`src/rtl/ibex_rvfi_trace_buffer_pkg.sv`:
```
// Shared types for the RVFI trace capture buffer.
//   trace_mode_e  : capture policy latched on arm
//   trace_state_e : capture FSM encoding (also exported on state_o)
//   trace_rec_t   : compact per-instruction record, MSB->LSB as stored in the RAM
package ibex_rvfi_trace_buffer_pkg;

    typedef enum logic [1:0] {
        MODE_FREE = 2'd0,
        MODE_STOP = 2'd1,
        MODE_TRIG = 2'd2
    } trace_mode_e;

    typedef enum logic [1:0] {
        ST_IDLE    = 2'd0,
        ST_CAPTURE = 2'd1,
        ST_POST    = 2'd2,
        ST_FROZEN  = 2'd3
    } trace_state_e;

    typedef struct packed {
        logic        trap;
        logic        intr;
        logic [1:0]  mode;
        logic [4:0]  rd_addr;
        logic [31:0] pc;
        logic [31:0] insn;
        logic [31:0] rd_wdata;
    } trace_rec_t;

    localparam int RecW = $bits(trace_rec_t);

    // The reserved encoding falls back to stop-on-full, the safest policy.
    function automatic trace_mode_e decode_mode(input logic [1:0] m);
        case (m)
            2'd0:    return MODE_FREE;
            2'd2:    return MODE_TRIG;
            default: return MODE_STOP;
        endcase
    endfunction

endpackage

```
`src/rtl/ibex_trace_ram.sv`:
```
// Record storage for the trace buffer: Depth x Width flops, one synchronous
// write port and one asynchronous read port. Data is not reset; validity is
// tracked by the pointers/level in the parent.
//   clk_i   : clock
//   we_i    : write enable
//   waddr_i : write slot
//   wdata_i : record to store
//   raddr_i : read slot
//   rdata_o : record at raddr_i (combinational)
module ibex_trace_ram #(
    parameter int Depth = 16,
    parameter int Width = 105,
    localparam int PtrW = $clog2(Depth)
) (
    input  logic             clk_i,
    input  logic             we_i,
    input  logic [PtrW-1:0]  waddr_i,
    input  logic [Width-1:0] wdata_i,
    input  logic [PtrW-1:0]  raddr_i,
    output logic [Width-1:0] rdata_o
);

    logic [Width-1:0] r_mem [Depth];

    always_ff @(posedge clk_i) begin
        if (we_i) r_mem[waddr_i] <= wdata_i;
    end

    assign rdata_o = r_mem[raddr_i];

endmodule

```
`src/rtl/ibex_rvfi_trace_buffer.sv`:
```
// Retired-instruction trace capture buffer. Taps the core's RVFI outputs,
// stores compact records in a circular buffer (free-run, stop-on-full or
// trigger+post-count modes) and drains them over a valid/ready read port.
//   clk_i/rst_ni        : clock, async active-low reset
//   arm_i               : flush, clear counters, latch config, start capture
//   cfg_mode_i/post_i   : capture mode and post-trigger record count
//   trig_*              : trigger on PC match and/or trapping record
//   rvfi_*              : retirement strobe and record fields
//   rd_valid_o/ready_i  : head record handshake; rd_data_o is the head record
//   level_o             : records held (0..Depth)
//   state_o             : FSM state
//   triggered_o         : trigger fired since arm
//   drop_cnt_o          : saturating count of lost records
module ibex_rvfi_trace_buffer
    import ibex_rvfi_trace_buffer_pkg::*;
#(
    parameter int Depth        = 16,
    parameter int DropCntWidth = 16,
    localparam int PtrW        = $clog2(Depth)
) (
    input  logic                    clk_i,
    input  logic                    rst_ni,
    input  logic                    arm_i,
    input  logic [1:0]              cfg_mode_i,
    input  logic [PtrW:0]           cfg_post_i,
    input  logic                    trig_pc_en_i,
    input  logic [31:0]             trig_pc_i,
    input  logic                    trig_trap_en_i,
    input  logic                    rvfi_valid,
    input  logic [31:0]             rvfi_pc_rdata,
    input  logic [31:0]             rvfi_insn,
    input  logic [31:0]             rvfi_rd_wdata,
    input  logic [4:0]              rvfi_rd_addr,
    input  logic                    rvfi_trap,
    input  logic                    rvfi_intr,
    input  logic [1:0]              rvfi_mode,
    output logic                    rd_valid_o,
    input  logic                    rd_ready_i,
    output logic [RecW-1:0]         rd_data_o,
    output logic [PtrW:0]           level_o,
    output logic [1:0]              state_o,
    output logic                    triggered_o,
    output logic [DropCntWidth-1:0] drop_cnt_o
);

    localparam logic [PtrW:0] LvlFull = (PtrW+1)'(Depth);

    trace_state_e            r_state;
    trace_mode_e             r_mode;
    logic [PtrW:0]           r_post_cfg;
    logic [PtrW:0]           r_post_cnt;
    logic [PtrW-1:0]         r_wptr;
    logic [PtrW-1:0]         r_rptr;
    logic [PtrW:0]           r_level;
    logic                    r_triggered;
    logic [DropCntWidth-1:0] r_drop;

    trace_rec_t      w_rec;
    logic [RecW-1:0] w_ram_rdata;
    logic            w_rd_valid, w_pop, w_active, w_full;
    logic            w_push_req, w_discard, w_we, w_overwrite, w_adv_r, w_drop;
    logic            w_trig_hit;

    assign w_rec = '{trap: rvfi_trap, intr: rvfi_intr, mode: rvfi_mode,
                     rd_addr: rvfi_rd_addr, pc: rvfi_pc_rdata, insn: rvfi_insn,
                     rd_wdata: rvfi_rd_wdata};

    assign w_rd_valid = (r_level != '0);
    assign w_pop      = w_rd_valid & rd_ready_i;
    assign w_active   = (r_state == ST_CAPTURE) | (r_state == ST_POST);
    assign w_full     = (r_level == LvlFull);

    // arm_i flushes, so a coincident retirement is simply dropped on the floor.
    assign w_push_req = rvfi_valid & w_active & ~arm_i;
    // Only a push into a full buffer with no pop to make room loses a record:
    // STOP loses the new one, every other mode loses the oldest.
    assign w_discard   = w_push_req & w_full & ~w_pop & (r_mode == MODE_STOP);
    assign w_we        = w_push_req & ~w_discard;
    assign w_overwrite = w_we & w_full & ~w_pop;
    assign w_adv_r     = w_pop | w_overwrite;
    assign w_drop      = w_discard | w_overwrite;

    assign w_trig_hit = w_we & (r_state == ST_CAPTURE) & (r_mode == MODE_TRIG) &
                        ((trig_pc_en_i & (rvfi_pc_rdata == trig_pc_i)) |
                         (trig_trap_en_i & rvfi_trap));

    ibex_trace_ram #(
        .Depth (Depth),
        .Width (RecW)
    ) u_ram (
        .clk_i   (clk_i),
        .we_i    (w_we),
        .waddr_i (r_wptr),
        .wdata_i (w_rec),
        .raddr_i (r_rptr),
        .rdata_o (w_ram_rdata)
    );

    always_ff @(posedge clk_i or negedge rst_ni) begin
        if (!rst_ni) begin
            r_state     <= ST_IDLE;
            r_mode      <= MODE_FREE;
            r_post_cfg  <= '0;
            r_post_cnt  <= '0;
            r_wptr      <= '0;
            r_rptr      <= '0;
            r_level     <= '0;
            r_triggered <= 1'b0;
            r_drop      <= '0;
        end else if (arm_i) begin
            r_state     <= ST_CAPTURE;
            r_mode      <= decode_mode(cfg_mode_i);
            r_post_cfg  <= cfg_post_i;
            r_post_cnt  <= '0;
            r_wptr      <= '0;
            r_rptr      <= '0;
            r_level     <= '0;
            r_triggered <= 1'b0;
            r_drop      <= '0;
        end else begin
            if (w_we)    r_wptr <= r_wptr + 1'b1;
            if (w_adv_r) r_rptr <= r_rptr + 1'b1;

            if (w_we && !w_adv_r)      r_level <= r_level + 1'b1;
            else if (!w_we && w_pop)   r_level <= r_level - 1'b1;

            if (w_drop && (r_drop != '1)) r_drop <= r_drop + 1'b1;

            case (r_state)
                ST_CAPTURE: begin
                    if (w_trig_hit) begin
                        r_triggered <= 1'b1;
                        r_post_cnt  <= r_post_cfg;
                        r_state     <= (r_post_cfg == '0) ? ST_FROZEN : ST_POST;
                    end
                end
                ST_POST: begin
                    if (w_we) begin
                        r_post_cnt <= r_post_cnt - 1'b1;
                        if (r_post_cnt == (PtrW+1)'(1)) r_state <= ST_FROZEN;
                    end
                end
                default: ;
            endcase
        end
    end

    assign rd_valid_o  = w_rd_valid;
    assign rd_data_o   = w_rd_valid ? w_ram_rdata : '0;
    assign level_o     = r_level;
    assign state_o     = r_state;
    assign triggered_o = r_triggered;
    assign drop_cnt_o  = r_drop;

endmodule

```
`config.mk`:
```
export PLATFORM = sky130hd
export DESIGN_NAME = ibex_rvfi_trace_buffer
export DESIGN_NICKNAME = d
export VERILOG_FILES = /design/src/rtl/ibex_rvfi_trace_buffer_pkg.sv /design/src/rtl/ibex_trace_ram.sv /design/src/rtl/ibex_rvfi_trace_buffer.sv
export SDC_FILE = /design/constraint.sdc
export NUM_CORES = 1
export LEC_CHECK = 0
export ABC_AREA = 1
export CORE_MARGIN = 8
export CORE_UTILIZATION = 25
export CTS_CLUSTER_DIAMETER = 150
export DETAILED_ROUTE_END_ITERATION = 10
export GPL_TIMING_DRIVEN = 0
export PLACE_DENSITY = 0.4
export SYNTH_ARGS = -nofsm -noshare
export SYNTH_HDL_FRONTEND = slang
export SYNTH_SLANG_ARGS = --single-unit
```
`constraint.sdc`:
```
create_clock -name clk_i -period 5.9 [get_ports clk_i]
set_input_delay 1.18 -clock clk_i [delete_from_list [all_inputs] [get_ports clk_i]]
set_output_delay 1.18 -clock clk_i [all_outputs]
set_load 0.02 [all_outputs]
```
Word-level counts from Yosys, hierarchy flattened
Memories as Yosys holds them, arrays and structs flattened.
Index checks and enable logic that the tools add are counted.

operators by class
  add/sub/neg operators = 6
  multipliers = 0
  divide/modulo/power cells = 0
  magnitude comparators = 0
  eq/ne operators = 12
  shift operators = 0
  muxes and demuxes = 26
  bitwise logic cells = 21
  reduce and logical (&&, ||, !) cells = 18

operators with widths
  cell                   count
  $mux 105               1
  $eq 32x32->1           1
  $mux 16                2
  $mux 5                 6
  $add 16x1->16 const B  1
  $mux 4                 4
  $ne 16x16->1 const B   1
  $and 1x1->1            14
  $pmux 5 s2             1
  $reduce_bool 2->1      5
  $sub 5x1->5 const B    2
  $add 4x1->4 const B    2
  $mux 2                 4
  $pmux 2 s2             2
  $eq 2x2->1 const B     3
  $mux 1                 6
  $ne 3x3->1 const B     2
  $reduce_bool 3->1      2
  $add 5x1->5 const B    1
  $eq 5x1->1 const B     1
  $eq 5x5->1 const B     1
  $logic_not 5->1        1
  $reduce_bool 5->1      1
  $eq 2x1->1 const B     2
  other kinds (9)        17

storage, ports and cells
  register bits after elaboration = 44
  latch bits = 0
  memory bits (writable) = 1680
  bits in read-only memories = 0
  input bits = 151
  output and inout port bits = 130
  logic and storage cells = 93
  memories kept = 1

memory list
  memory       words  width  rd ports  clocked after memory_dff  write ports  line                  RTL
  u_ram.r_mem  16     105    1         0                         1            ibex_trace_ram.sv:23  logic [Width-1:0] r_mem [Depth];

Longest topological paths before layout
  word-level depth = 16
  depth in mapped cells = 15
  gate-level depth less buffers = 15

By module
A second synthesis with hierarchy kept.

unflattened totals
  cell total of the unflattened synthesis = 7447
  area total of the unflattened synthesis = 75834.0 sq um

by module, submodules not included
  module                  instances  cells each  area each (sq um)  seq. area each (sq um)
  ibex_trace_ram          1          6785        71805.1            50448.4
  ibex_rvfi_trace_buffer  1          662         4028.9             1101.1

Worst setup path after synthesis
Ideal clock, no wire load.

  kind = input to register
  from = in arm_i
  to = mem u_ram.r_mem[11][0] (enable)
  library setup time = 0.570 ns
  arrival time = 6.376 ns
  data required time = 5.330 ns
  setup slack = -1.046 ns
  cell stages on the path = 8
  path buffers = 0
  cell sequence = clkinv_1 -> nand2_1 -> nor3_1 -> nand3_1 -> nand3_1 -> inv_1 -> nand2_1 -> nor2_1

on the way
  longest elaborated chain between the ends = 9

RTL lines
  what                              line                          RTL
  start, declared                   ibex_rvfi_trace_buffer.sv:23  input logic arm_i,
  $not 1->1 (*)                     ibex_rvfi_trace_buffer.sv:74  assign w_push_req = rvfi_valid & w_active & ~arm_i;
  $and 1x1->1 (*)                   ibex_rvfi_trace_buffer.sv:74
  $and 1x1->1 (3 in a row)          ibex_rvfi_trace_buffer.sv:77  assign w_discard = w_push_req & w_full & ~w_pop & (r_mode == MODE_STOP);
  $not 1->1                         ibex_rvfi_trace_buffer.sv:78  assign w_we = w_push_req & ~w_discard;
  $and 1x1->1 (*)                   ibex_rvfi_trace_buffer.sv:78
  $mux 1 (*)                        ibex_trace_ram.sv:26          if (we_i) r_mem[waddr_i] <= wdata_i;
  $mux 1 (not written as such) (*)  ibex_trace_ram.sv:26
  end, declared                     ibex_trace_ram.sv:23

Mark *: on every way between the ends. The rest lies on a longest branch, timed or not.

Worst setup path in the final report
  from = reg r_rptr[0]
  to = out rd_data_o[69]

on the way
  longest elaborated chain between the ends = 2

RTL lines
  what                    line                           RTL
  start, declared         ibex_rvfi_trace_buffer.sv:53   logic [PtrW-1:0] r_rptr;
  start signal, assigned  ibex_rvfi_trace_buffer.sv:122  if (w_adv_r) r_rptr <= r_rptr + 1'b1;
  $mem_v2 16x105          n/a
  $mux 105                ibex_rvfi_trace_buffer.sv:149  assign rd_data_o = w_rd_valid ? w_ram_rdata : '0;
  end, declared           ibex_rvfi_trace_buffer.sv:39   output logic [RecW-1:0] rd_data_o,

Every way passes these cells.

==> metrics.log <==
[metrics] status: completed
[metrics] core region area: ~270000 um2
[metrics] post-DR wirelength/cell: approximately 29 um
[metrics] cell accounting for the most synthesized area: sky130_fd_sc_hd__edfxtp_1
[metrics] area added between synthesis and finish: 23.0%
[metrics] maximum clock rate: around 0.17 GHz
[metrics] total half-perimeter wirelength after legalization and detailed placement: 179000 um
[metrics] clock edge transition at the registers on the reported setup and hold paths: roughly 0.06 ns
[metrics] CTS root buffer: sky130_fd_sc_hd__clkbuf_16
[metrics] skew final: 0.0233 ns
[metrics] weighted congestion at the end of routability-driven global placement: approximately 0.76
[metrics] count of final max-slew check failures: 0
[metrics] layer with the highest usage after global routing: met2
[metrics] via count of the first global-routing pass: 44500
[metrics] count of warnings emitted by yosys: 0
[metrics] number of synthesized register bits: 1724
[metrics] initial cell density of the core: 0.251
[metrics] die outline height: 537 um
[metrics] Worst Path Max Fanout: 11
[metrics] number of buffer cells added on primary ports: between 200 and 300
[metrics] setup violators final: 0
[metrics] Clock Path Buffers: 3
[metrics] worst ir drop on vdd: roughly 0.3 mV
[metrics] Pre-Repair DR Iteration Count: 5
[metrics] die outline width: roughly 540 um
[metrics] number of buffers added by the clock tree synthesis step: around 190
[metrics] pin count of the biggest net entering global routing: 26
[metrics] top-level port count: approximately 280
[metrics] met2 Use GR: 0.285
[metrics] Post-DRT Antenna Nets: 0
[metrics] leakage power: approximately 26 nW
[metrics] data required time of the critical path: roughly 4.7 ns
[metrics] startpoint types: register
[metrics] post-layout net count: 5659
[metrics] distinct cell type count after synthesis: 40
[metrics] insertion delay of the later-clocked pin in the worst-skew pair: a little over 0.8 ns
[metrics] overflow left after global routing: 0
[metrics] fraction of post-synthesis cell area in the top cell type by area: 0.743
[metrics] met1 capacity usage during global routing: 0.259
[metrics] power density normalized to cell area: between 400 and 500 nW/um2
[metrics] routed wire length: 270000 um
[metrics] Min-Delay Path Class: primary input to asynchronous set/reset pin
[metrics] count of endpoints failing hold in the final timing report: 0
[metrics] TritonCTS clock tree: built
[metrics] num rows: roughly 190
[metrics] drc violations: 0
[metrics] cells after synthesis: 4938
[metrics] crit end category: primary output
[metrics] Slew headroom: 0.0492
[metrics] Overall Power: 0.0376 W
[metrics] slew at the pin closest to its max-slew limit: 1.43 ns
[metrics] initial detailed-routing violation count: approximately 5100
[metrics] share of the yosys chip area belonging to registers: 0.759
[metrics] final instance area: roughly 83000 um2
[metrics] Post-Synthesis Net Count: between 5000 and 6000
[metrics] Total Die Area: 288000 um2
[metrics] total via count in the routed design: 46100
[metrics] final critical path time including I/O delays and setup: 5.85 ns
[metrics] worst setup margin: 0.0533 ns
[metrics] instance area after placement: 77200 um2
[metrics] path type of the worst setup path: register to primary output
[metrics] Avg Cell Area, Syn: roughly 14 um2
[metrics] Synth area leaders: sky130_fd_sc_hd__edfxtp_1, sky130_fd_sc_hd__o21ai_0, sky130_fd_sc_hd__nor2_1
[metrics] setup repair after global routing missed its margin: true
[metrics] Final Cycle Share: 0.991
[metrics] Post-Synthesis Cell Area: ~68000 um2
[metrics] drt via density: roughly 5.0
[metrics] layout cell share with drive strength beyond 1: 0.102
[metrics] max-cap violation count: 0
[metrics] clk sinks: between 1500 and 2000
[metrics] post-place setup slack: -0.499 ns
[metrics] number of H-tree levels: 4
[metrics] grt met3 use: 0.0346
[metrics] overall track demand over capacity in global routing: 0.181
[metrics] data arrival time at the worst-slack endpoint: roughly 4.7 ns
[metrics] global-route wire length before repair: 371000 um
[metrics] number of antenna violations at the first check in global routing: 37
[what timing repair did]
| item | 4_1_cts | 5_1_grt |
|---|---|---|
| endpoints found under the setup margin | 105 | 42 |
| resized for setup | 91 | 67 |
| hold endpoints to repair | 0 | 0 |
| hold buffers | 0 | 0 |
| setup buffers | 0 | 0 |
[worst max-delay path: stages (launching register included)]
cell and delay (ns):
sky130_fd_sc_hd__dfrtp_1 0.44, sky130_fd_sc_hd__buf_2 0.18, sky130_fd_sc_hd__buf_2 0.27, sky130_fd_sc_hd__inv_1 0.16, sky130_fd_sc_hd__buf_4 0.24, sky130_fd_sc_hd__buf_6 0.34, sky130_fd_sc_hd__buf_2 0.38, sky130_fd_sc_hd__nor2_1 0.09
sky130_fd_sc_hd__o22ai_1 0.38, sky130_fd_sc_hd__o211ai_1 0.15, sky130_fd_sc_hd__a21oi_2 0.44, sky130_fd_sc_hd__clkdlybuf4s50_1 0.70
[registers in the layout, summed over array words and instances, names as in the netlist]
register	cells
drop_cnt_o	16
level_o	5
r_mode	2
r_post_cfg	5
r_post_cnt	5
r_rptr	4
r_wptr	4
state_o	2
triggered_o	1
u_ram.r_mem	1680
[cell families (layout without fill, tap and decap cells)]
logic type,Yosys count,after routing,synth area share
flops,1724,1724,0.759
fa+ha+maj,15,15,0.00288
other cells,0,19,0
compound gates,1551,1551,0.139
buf+inv,451,1152,0.0272
simple gates,1168,1168,0.0678
xor+xnor,29,29,0.00374
[cell usage in the layout, fill, tap and decap left out, drive strengths merged, types with 19 or more instances in the layout]
| master | instances |
|---|---|
| clkdlybuf4s50 | 278 |
| inv | 87 |
| nand3 | 123 |
| clkinv | 76 |
| nor2 | 893 |
| o22ai | 134 |
| buf | 177 |
| xor2 | 21 |
| o21ai | 869 |
| dfrtp | 44 |
| a21oi | 113 |
| diode | 19 |
| nand2 | 132 |
| o211ai | 130 |
| edfxtp | 1680 |
| o221ai | 290 |
| clkbuf | 512 |
[synth_stat cells]
cell type / n
sky130_fd_sc_hd__nand3b_1: 2
sky130_fd_sc_hd__nor3b_1: 1
sky130_fd_sc_hd__nand2_2: 3
sky130_fd_sc_hd__fa_1: 1
sky130_fd_sc_hd__nand2_4: 1
sky130_fd_sc_hd__xor2_1: 21
sky130_fd_sc_hd__a31oi_1: 1
sky130_fd_sc_hd__xnor2_1: 8
sky130_fd_sc_hd__or3_4: 1
sky130_fd_sc_hd__buf_2: 54
sky130_fd_sc_hd__nand4_1: 8
sky130_fd_sc_hd__o21a_1: 1
sky130_fd_sc_hd__o21ai_0: 858
sky130_fd_sc_hd__nor2_1: 893
sky130_fd_sc_hd__clkbuf_1: 282
sky130_fd_sc_hd__nand2_1: 128
sky130_fd_sc_hd__o41ai_1: 1
sky130_fd_sc_hd__a21oi_1: 113
sky130_fd_sc_hd__a21boi_0: 1
sky130_fd_sc_hd__o21ai_1: 3
sky130_fd_sc_hd__o31ai_1: 9
sky130_fd_sc_hd__nand3_1: 123
sky130_fd_sc_hd__nor4_1: 1
sky130_fd_sc_hd__inv_2: 1
sky130_fd_sc_hd__buf_1: 9
sky130_fd_sc_hd__inv_1: 79
sky130_fd_sc_hd__buf_6: 1
sky130_fd_sc_hd__edfxtp_1: 1680
sky130_fd_sc_hd__dfrtp_1: 44
sky130_fd_sc_hd__o31ai_4: 1
sky130_fd_sc_hd__buf_4: 21
sky130_fd_sc_hd__o2bb2ai_1: 1
sky130_fd_sc_hd__ha_1: 14
sky130_fd_sc_hd__clkinv_1: 4
sky130_fd_sc_hd__o22ai_1: 134
sky130_fd_sc_hd__o221ai_1: 290
sky130_fd_sc_hd__o21ai_2: 8
sky130_fd_sc_hd__or2_2: 1
sky130_fd_sc_hd__nor3_1: 6
sky130_fd_sc_hd__o211ai_1: 130
[power breakdown]
group          leakage (nW)  total, W  internal (W)  switching [W]
clock                  2.93    0.0118       0.00666        0.00512
sequential             15.7    0.0138        0.0137       0.000110
combinational          7.41    0.0120       0.00326        0.00872
total                  26.0    0.0376        0.0237         0.0140
[metrics by stage]
| step | util | cells | hold WS (ns) | TNS (ns) |
|---|---|---|---|---|
| after floorplan | - | 4938 | 0.442 | -1094.87 |
| after global placement | 0.278 | 8788 | 0.460 | - |
| after CTS | 0.308 | 9209 | 0.318 | -0.0710 |
| final | 0.309 | 9228 | 0.384 | 0 |
| after detailed placement | 0.285 | 8878 | 0.465 | -4.65 |
| after global routing | 0.308 | 9211 | 0.361 | -0.249 |
[layout make-up]
class / instances / area, um2
Sequential cell: 1724 / 51600
Multi-Input combinational cell: 2763 / 14700
Antenna cell: 19 / 47.5
Clock buffer: 234 / 4860
Clock inverter: 99 / 1160
Tap cell: 3570 / 4470
Buffer: 365 / 1690
Inverter: 84 / 319
Timing Repair Buffer: 370 / 4680
Fill cell: 27100 / 187000
[final timing paths]
path                                           end  cells past startpoint          start  slack (ns)
worst max-delay path                 rd_data_o[69]                     11      r_rptr[0]        0.05
worst min-delay path                 drop_cnt_o[3]                      1         rst_ni        0.38
worst max register to register  u_ram.r_mem[5][40]                     13     state_o[0]        2.53
worst min register to register       r_post_cnt[1]                      2  r_post_cnt[1]        0.47
max in group asynchronous            r_post_cnt[1]                      2         rst_ni        4.94
min in group clk_i                   r_post_cnt[1]                      2  r_post_cnt[1]        0.47
[layer usage]
layer  share of wire  vias up
met3           0.067      304
li1                -    20100
met1            0.46    23900
met4           0.020        2
met2            0.45     1799
met5        0.000048        -
Power figures use the tool's default switching activity.
